### src/rtl/pipe_ctrl_pkg.sv
// Shared types and constants for the pipeline hazard controller.
package pipe_ctrl_pkg;

    typedef enum logic [1:0] {
        RUN   = 2'd0,
        STALL = 2'd1,
        HALT  = 2'd2
    } ctrl_state_t;

    localparam logic [4:0] REG_ZERO = 5'd0;

    // stall_left must hold LOAD_LAT-1 for LOAD_LAT up to 7
    localparam int STALL_LEFT_W = 3;

endpackage

### src/rtl/sat_counter.sv
// Saturating up-counter with synchronous clear; holds at all-ones instead of wrapping.
module sat_counter #(
    parameter int W = 16
) (
    input  logic         clk,
    input  logic         clear,
    input  logic         inc,
    output logic [W-1:0] count
);

    logic [W-1:0] count_reg;
    logic [W-1:0] count_next;

    always_comb begin
        count_next = count_reg;
        if (inc && (count_reg != {W{1'b1}})) begin
            count_next = count_reg + 1'b1;
        end
    end

    always_ff @(posedge clk) begin
        if (clear) begin
            count_reg <= '0;
        end else begin
            count_reg <= count_next;
        end
    end

    assign count = count_reg;

endmodule

### src/rtl/pipe_hazard_ctrl.sv
// Hazard and sequencing controller for the 5-stage pipeline: load-use stalls,
// branch flushes and halt, with saturating debug event counters.
module pipe_hazard_ctrl
    import pipe_ctrl_pkg::*;
#(
    parameter int LOAD_LAT = 1,
    parameter int CNT_W    = 16
) (
    input  logic             clk,
    input  logic             reset,
    input  logic             ID_EX_MemRead,
    input  logic [4:0]       ID_EX_rd,
    input  logic [4:0]       IF_ID_rs1,
    input  logic [4:0]       IF_ID_rs2,
    input  logic             IF_ID_uses_rs2,
    input  logic             PCsrc,
    input  logic             halt_req,
    output logic             pc_write,
    output logic             if_id_write,
    output logic             if_id_flush,
    output logic             id_ex_flush,
    output logic             ex_mem_flush,
    output logic             halted,
    output logic [CNT_W-1:0] stall_cnt,
    output logic [CNT_W-1:0] flush_cnt
);

    ctrl_state_t             state_reg;
    ctrl_state_t             state_next;
    logic [STALL_LEFT_W-1:0] stall_left_reg;
    logic [STALL_LEFT_W-1:0] stall_left_next;
    logic                    stall_inc;
    logic                    flush_inc;
    logic                    hz;

    assign hz = ID_EX_MemRead && (ID_EX_rd != REG_ZERO) &&
                ((ID_EX_rd == IF_ID_rs1) ||
                 (IF_ID_uses_rs2 && (ID_EX_rd == IF_ID_rs2)));

    always_comb begin
        pc_write        = 1'b1;
        if_id_write     = 1'b1;
        if_id_flush     = 1'b0;
        id_ex_flush     = 1'b0;
        ex_mem_flush    = 1'b0;
        halted          = 1'b0;
        state_next      = state_reg;
        stall_left_next = stall_left_reg;
        stall_inc       = 1'b0;
        flush_inc       = 1'b0;

        // During reset the defaults above are the required outputs
        if (!reset) begin
            case (state_reg)
                RUN: begin
                    if (PCsrc) begin
                        if_id_flush  = 1'b1;
                        id_ex_flush  = 1'b1;
                        ex_mem_flush = 1'b1;
                        flush_inc    = 1'b1;
                    end else if (halt_req) begin
                        pc_write    = 1'b0;
                        if_id_write = 1'b0;
                        id_ex_flush = 1'b1;
                        state_next  = HALT;
                    end else if (hz) begin
                        pc_write    = 1'b0;
                        if_id_write = 1'b0;
                        id_ex_flush = 1'b1;
                        stall_inc   = 1'b1;
                        if (LOAD_LAT > 1) begin
                            stall_left_next = STALL_LEFT_W'(LOAD_LAT - 1);
                            state_next      = STALL;
                        end
                    end
                end

                STALL: begin
                    if (PCsrc) begin
                        if_id_flush     = 1'b1;
                        id_ex_flush     = 1'b1;
                        ex_mem_flush    = 1'b1;
                        flush_inc       = 1'b1;
                        stall_left_next = '0;
                        state_next      = RUN;
                    end else if (halt_req) begin
                        pc_write        = 1'b0;
                        if_id_write     = 1'b0;
                        id_ex_flush     = 1'b1;
                        stall_left_next = '0;
                        state_next      = HALT;
                    end else begin
                        pc_write        = 1'b0;
                        if_id_write     = 1'b0;
                        id_ex_flush     = 1'b1;
                        stall_inc       = 1'b1;
                        stall_left_next = stall_left_reg - 1'b1;
                        if (stall_left_reg == STALL_LEFT_W'(1)) begin
                            state_next = RUN;
                        end
                    end
                end

                HALT: begin
                    halted      = 1'b1;
                    pc_write    = 1'b0;
                    if_id_write = 1'b0;
                    id_ex_flush = 1'b1;
                    // A branch resolving while frozen still redirects the PC
                    if (PCsrc) begin
                        pc_write     = 1'b1;
                        if_id_flush  = 1'b1;
                        ex_mem_flush = 1'b1;
                        flush_inc    = 1'b1;
                    end
                    if (!halt_req) begin
                        state_next = RUN;
                    end
                end

                default: begin
                    state_next      = RUN;
                    stall_left_next = '0;
                end
            endcase
        end
    end

    always_ff @(posedge clk) begin
        if (reset) begin
            state_reg      <= RUN;
            stall_left_reg <= '0;
        end else begin
            state_reg      <= state_next;
            stall_left_reg <= stall_left_next;
        end
    end

    sat_counter #(.W(CNT_W)) u_stall_cnt (
        .clk   (clk),
        .clear (reset),
        .inc   (stall_inc),
        .count (stall_cnt)
    );

    sat_counter #(.W(CNT_W)) u_flush_cnt (
        .clk   (clk),
        .clear (reset),
        .inc   (flush_inc),
        .count (flush_cnt)
    );

endmodule

### config.mk
export PLATFORM = sky130hd
export DESIGN_NAME = pipe_hazard_ctrl
export DESIGN_NICKNAME = d
export VERILOG_FILES = /design/src/rtl/pipe_ctrl_pkg.sv /design/src/rtl/sat_counter.sv /design/src/rtl/pipe_hazard_ctrl.sv
export SDC_FILE = /design/constraint.sdc
export NUM_CORES = 1
export LEC_CHECK = 0
export CAP_MARGIN = 40
export CORE_ASPECT_RATIO = 0.6
export CORE_MARGIN = 2
export CORE_UTILIZATION = 40
export CTS_CLUSTER_SIZE = 28
export DETAILED_ROUTE_END_ITERATION = 8
export PLACE_DENSITY_LB_ADDON = 0.25
export SYNTH_ARGS = -nofsm -noshare
export SYNTH_HDL_FRONTEND = slang
export SYNTH_SLANG_ARGS = --single-unit
### constraint.sdc
create_clock -name clk -period 5.3 [get_ports clk]
set_input_delay 1.59 -clock clk [delete_from_list [all_inputs] [get_ports clk]]
set_output_delay 1.59 -clock clk [all_outputs]
set_load 0.01 [all_outputs]
# Word level (Yosys, flattened, before mapping)
# Index checks and enable logic that the tools add are counted.
# W data, S select, Z words.
# op_classes
add_sub_neg	3
eq_ne	11
muxes	33
n_reduce_logical	12
# op_table
operator	n
$add A16 B1 Y16 const B	2
$ne A16 B16 Y1 const B	2
$mux W1	19
$mux W2	6
$eq A5 B5 Y1	2
$mux W3	2
$ne A2 B2 Y1 const B	3
$pmux W1 S2	3
$pmux W2 S3	1
$pmux W3 S2	1
$logic_and A1 B1 Y1	5
$reduce_bool A5 Y1	1
$ne A4 B4 Y1 const B	1
$reduce_and A4 Y1	1
$reduce_or A2 Y1	2
$eq A3 B1 Y1 const B	1
$pmux W1 S3	1
$reduce_or A3 Y1	1
$sub A3 B1 Y3 const B	1
$eq A2 B1 Y1 const B	1
$eq A2 B2 Y1 const B	1
$logic_not A2 Y1	1
$logic_or A1 B1 Y1	1
# totals
reg_bits	37
input_bits	21
output_inout_bits	38
elab_cells	63

# Depth between registers and ports, before layout
# logic_depth
ltp_word	10
depth_mapped	7
mapped_depth_nobuf	6

# Cells and area by module
# Synthesis repeated with hierarchy kept, for this count alone.
# hier_totals
cells_unflattened	232
area_unflattened_um2	1954.4
# modules_own_cells
mod	n_inst	cells_each	area_each_um2	seq_area_each_um2
sat_counter	2	99	848.3	320.3
pipe_hazard_ctrl	1	34	257.7	20.0

# Worst setup path before layout
# Ideal clock, no wire load.
# synth_timing
kind	input port to output port
startpoint	input port ID_EX_rd[4]
endpoint	output port if_id_write
arrival_ps	2908
required_time_ps	3710
setup_slack_ps	802
path_stages	6
n_path_buf	1
path_cell_list	xor2_1 > nor4_1 > a32oi_1 > buf_2 > o21a_1 > or3_1
# synth_via
elab_chain_len	9
word_cells_on_any_way	12
classes_between	2 x eq/ne; 5 x mux; 5 x reduce/logical
# synth_lines
item	line_no	source
from (decl)	pipe_hazard_ctrl.sv:12	input logic [4:0] ID_EX_rd,
$eq A5 B5 Y1	pipe_hazard_ctrl.sv:38	(IF_ID_uses_rs2 && (ID_EX_rd == IF_ID_rs2)));
$logic_and A1 B1 Y1	pipe_hazard_ctrl.sv:38	
$logic_or A1 B1 Y1	pipe_hazard_ctrl.sv:37	((ID_EX_rd == IF_ID_rs1) ||
$logic_and A1 B1 Y1 (*)	pipe_hazard_ctrl.sv:36	assign hz = ID_EX_MemRead && (ID_EX_rd != REG_ZERO) &&
$mux W1 (*)	pipe_hazard_ctrl.sv:66	end else if (hz) begin
$mux W1 (*)	pipe_hazard_ctrl.sv:61	end else if (halt_req) begin
$mux W1 (*)	pipe_hazard_ctrl.sv:56	if (PCsrc) begin
$pmux W1 S3 (*)	pipe_hazard_ctrl.sv:54	case (state_reg)
$mux W1 (*)	pipe_hazard_ctrl.sv:53	if (!reset) begin
to (decl)	pipe_hazard_ctrl.sv:19	output logic if_id_write,
# Every way passes the cells marked *; elsewhere a longest branch is shown, timed or not.

# Worst setup path in the final report
# layout_timing
startpoint	input port ID_EX_rd[2]
endpoint	output port if_id_write
# The elaborated chain is that of the path after synthesis.

==> metrics.md <==
| Metric | Value |
|---|---|
| Min Tclk post-route | `5.182 ns` |
| Kind of critical path | `primary input to output pin` |
| Largest family of logic cells by synthesized area | `simple AND/OR/NAND/NOR gates` |
| Most frequent cells in the layout | `clkdlybuf4s50_1 (55), dfxtp_1 (33), nor2_1 (20)` |
| CTS tree | `built` |
| Largest net degree at the start of global routing | `32` |
| XOR/XNOR share of the synthesized area | `9.787%` |
| # DRC | `0` |
| WL/cell | `14.47 microns` |
| Clock transition at path regs | `0.08 ns` |
| CP peak stage delay | `0.47 ns` |
| Met2 Use GR | `25.55%` |
| Worst-path maximum fanout | `3` |
| Seq/Total Area, Yosys | `35.15%` |
| Post-synthesis compound-gate area fraction | `15.71%` |
| Site Rows | `19` |
| Clk sink count | `33` |
| ANT cells | `0` |
| Syn. warnings | `0` |
| Hold WC Path Type | `register to register` |
| Max Buffers Root-to-Sink | `2` |
| Avg Inst Size Synth | `8.315 sq um` |
| Fill count | `412` |
| Post-layout instance count excluding filler cells | `354` |
| RR Startpoint | `u_stall_cnt.count[0]` |
| Fmax | `193.0 MHz` |
| All-layer global routing usage | `20.26%` |
| Worst setup EP type | `output pin` |
| Die Ht | `57.10 microns` |
| Die Wd | `92.49 microns` |
| WL final | `5.123 mm` |
| Synth area leaders | `dfxtp_1 (35%), xnor2_1 (5.1%), nand3_1 (5.1%), a21oi_1 (4.8%), xor2_1 (4.7%)` |
| EDFF count, synth | `0` |
| GRT Max-Usage Layer | `met1` |
| P&R area growth vs syn | `42.74%` |
| Final #Nets | `313` |
| Cells on worst reg2reg path | `6` |
| Initial DRT Pass Iterations | `5` |
| Mapped cell area | `1879 sq um` |
| Clk_lat worst skew | `0.29 ns` |
| Setup Slack @ Placement | `-0.02669 ns` |
| Ports | `59` |
| Peak VDD IR | `0.1132 mV` |
| Post-Synthesis Cells | `226` |
| H-tree levels | `2` |
| Initial antenna violation count | `0` |
| CTS root buf | `clkbuf_8` |
| Final Util | `59.08%` |
| Yosys reg bits | `33` |
| Core Box Area | `4541 sq um` |
| Setup bufs post-CTS | `0` |
| Die Area | `5281 sq um` |
| Final GP Congestion | `0.7932` |
| Post-synthesis adder-cell area fraction | `1.332%` |
| Required @ worst endpoint | `3.71 ns` |
| Tcrit/Tclk final | `97.78%` |
| First-pass GRT wire length | `8.438 mm` |
| Port Buffers | `58` |
| Antenna-violating nets left | `0` |
| Post-synth ARST share | `0%` |
| Hold Crit Depth | `2` |
| MaxCap Viol Count | `0` |
| Vias in the first global route | `1,675` |
| Worst-Margin Slew | `0.8234 ns` |
| Pleak | `0.8636 nW` |
| Max-slew violations | `0` |
| Finished Cell Area | `2683 sq um` |
| Final worst setup slack | `0.1178 ns` |
| DR vias | `1,984` |
| Grt met3 use | `5.416%` |
| Placed cells | `346` |
| Met1 Use GR | `32.76%` |
| # setup viols final | `0` |
| First DRT Iteration DRCs | `140` |
| Hold_buf cts | `0` |
| Reg2reg setup slack | `3.02 ns` |
| Status | `completed` |
| Clock Skews | `0.01249 ns` |
| Synth top area share | `35.15%` |
| Cell taking the most area after synthesis | `dfxtp_1` |
| Hold slack | `0.5110 ns` |
| Hold Path End | `u_stall_cnt.count[9]` |
| Fin. Hold Viols | `0` |
| Slew HR | `44.60%` |
| RSZ-0062 raised after global routing | `false` |
| Layout cells sized above 1 | `7.560%` |
| Hold path startpoint | `u_stall_cnt.count[9]` |
| Startpoint Class | `primary input` |
| Net Count, Synth | `249` |
| Critical path arrival | `3.59 ns` |
| Vias per cell | `5.605` |
| Yosys cell types | `45` |
| RR Endpoint | `u_stall_cnt.count[3]` |
| Initial Util | `41.39%` |
| DP Area | `2559 sq um` |
| Ys flop type | `dfxtp_1` |
| Total grt overflow | `0` |
| Cell Chain, Critical Path | `clkdlybuf4s50_1 > xor2_1 > nor4_1 > a32oi_1 > o21a_1 > or3_1 > dlygate4sd2_1` |
| Post-Synth Simple-Gate Area | `33.75%` |
| Slowest-stage cell, CP | `clkdlybuf4s50_1` |
| Mux cell area share after synthesis | `1.132%` |
| Detailed placement HPWL | `3.747 mm` |
| Power Dens Cells | `210.2 nW/um^2` |
| Most common cell after layout, fill and taps aside | `clkdlybuf4s50_1` |
| Clock buffer count from CTS | `5` |
==> area by class of cell <==
cell class | instances | area (sq um) | area share [%]
tap | 63 | 78.83 | 2.938
sequential | 33 | 660.6 | 24.63
inverter | 5 | 18.77 | 0.6996
multi-input combinational | 179 | 1164 | 43.38
clock inverter | 1 | 30.03 | 1.119
timing repair buffer | 66 | 644.4 | 24.02
clock buffer | 7 | 86.33 | 3.218
==> per-stage QoR <==
stage	TNS, ns	total power (W)
2_1_floorplan	0	0.0002832
3_3_place_gp	-0.009471	0.0003181
3_5_place_dp	-0.04819	0.0003187
4_1_cts	0	0.0005685
5_1_grt	0	0.0005839
6_report	0	0.0005639
==> synthesized netlist by cell type (all sizes together), types with 4 or more instances <==
cell     n
a211oi   5
a21oi   18
buf      4
clkbuf   5
dfxtp   33
inv      5
nand2    8
nand3   19
nand4   10
nor2    20
nor3     7
nor4     8
o21ai    7
o31ai    8
or3      7
or4     11
xnor2   11
xor2    10
==> worst max-delay path by stage <==
| stage | startpoint | to | slack (ns) | depth (start not counted) |
|---|---|---|---|---|
| 3_5_place_dp | ID_EX_rd[4] | if_id_write | -0.03 | 7 |
| 6_report | ID_EX_rd[2] | if_id_write | 0.12 | 7 |
| 2_1_floorplan | ID_EX_rd[4] | if_id_write | 0.80 | 6 |
| 3_3_place_gp | ID_EX_rd[4] | if_id_write | -0.009 | 7 |
| 5_1_grt | ID_EX_rd[2] | if_id_write | 0.02 | 7 |
| 4_1_cts | ID_EX_rd[4] | pc_write | 0.03 | 7 |
==> logic make-up (layout without fill, tap and decap cells) <==
logic type,count (synthesis),after routing
fa+ha+maj,2,2
compound gates,47,47
xor+xnor,21,21
flops,33,33
simple gates,107,107
buf+inv,14,79
mux,2,2
==> critical path: cells and delay by family <==
kind                   cells  cell delay, ns
buffers and inverters      2            0.77
AO/OA/AOI/OAI              2            0.40
XOR/XNOR                   1            0.19
AND/OR/NAND/NOR            2            0.66
==> routing by layer <==
| layer | routed length, microns | up-vias |
|---|---|---|
| li1 | - | 987 |
| met1 | 2736 | 934 |
| met2 | 2060 | 59 |
| met3 | 296 | 4 |
| met4 | 29 | 0 |
| met5 | 0 | - |
==> where the power goes <==
group          total [W]  switching (W)  internal [W]
sequential      0.000252     0.00000264      0.000250
clock           0.000251      0.0000974      0.000153
combinational  0.0000606      0.0000283     0.0000323
total           0.000564       0.000128      0.000436
==> what timing repair did <==
action,CTS,global route
resized for setup,2,3
pin swaps,0,3
endpoints found under the setup margin,2,2
(Power assumes the default switching activity.)
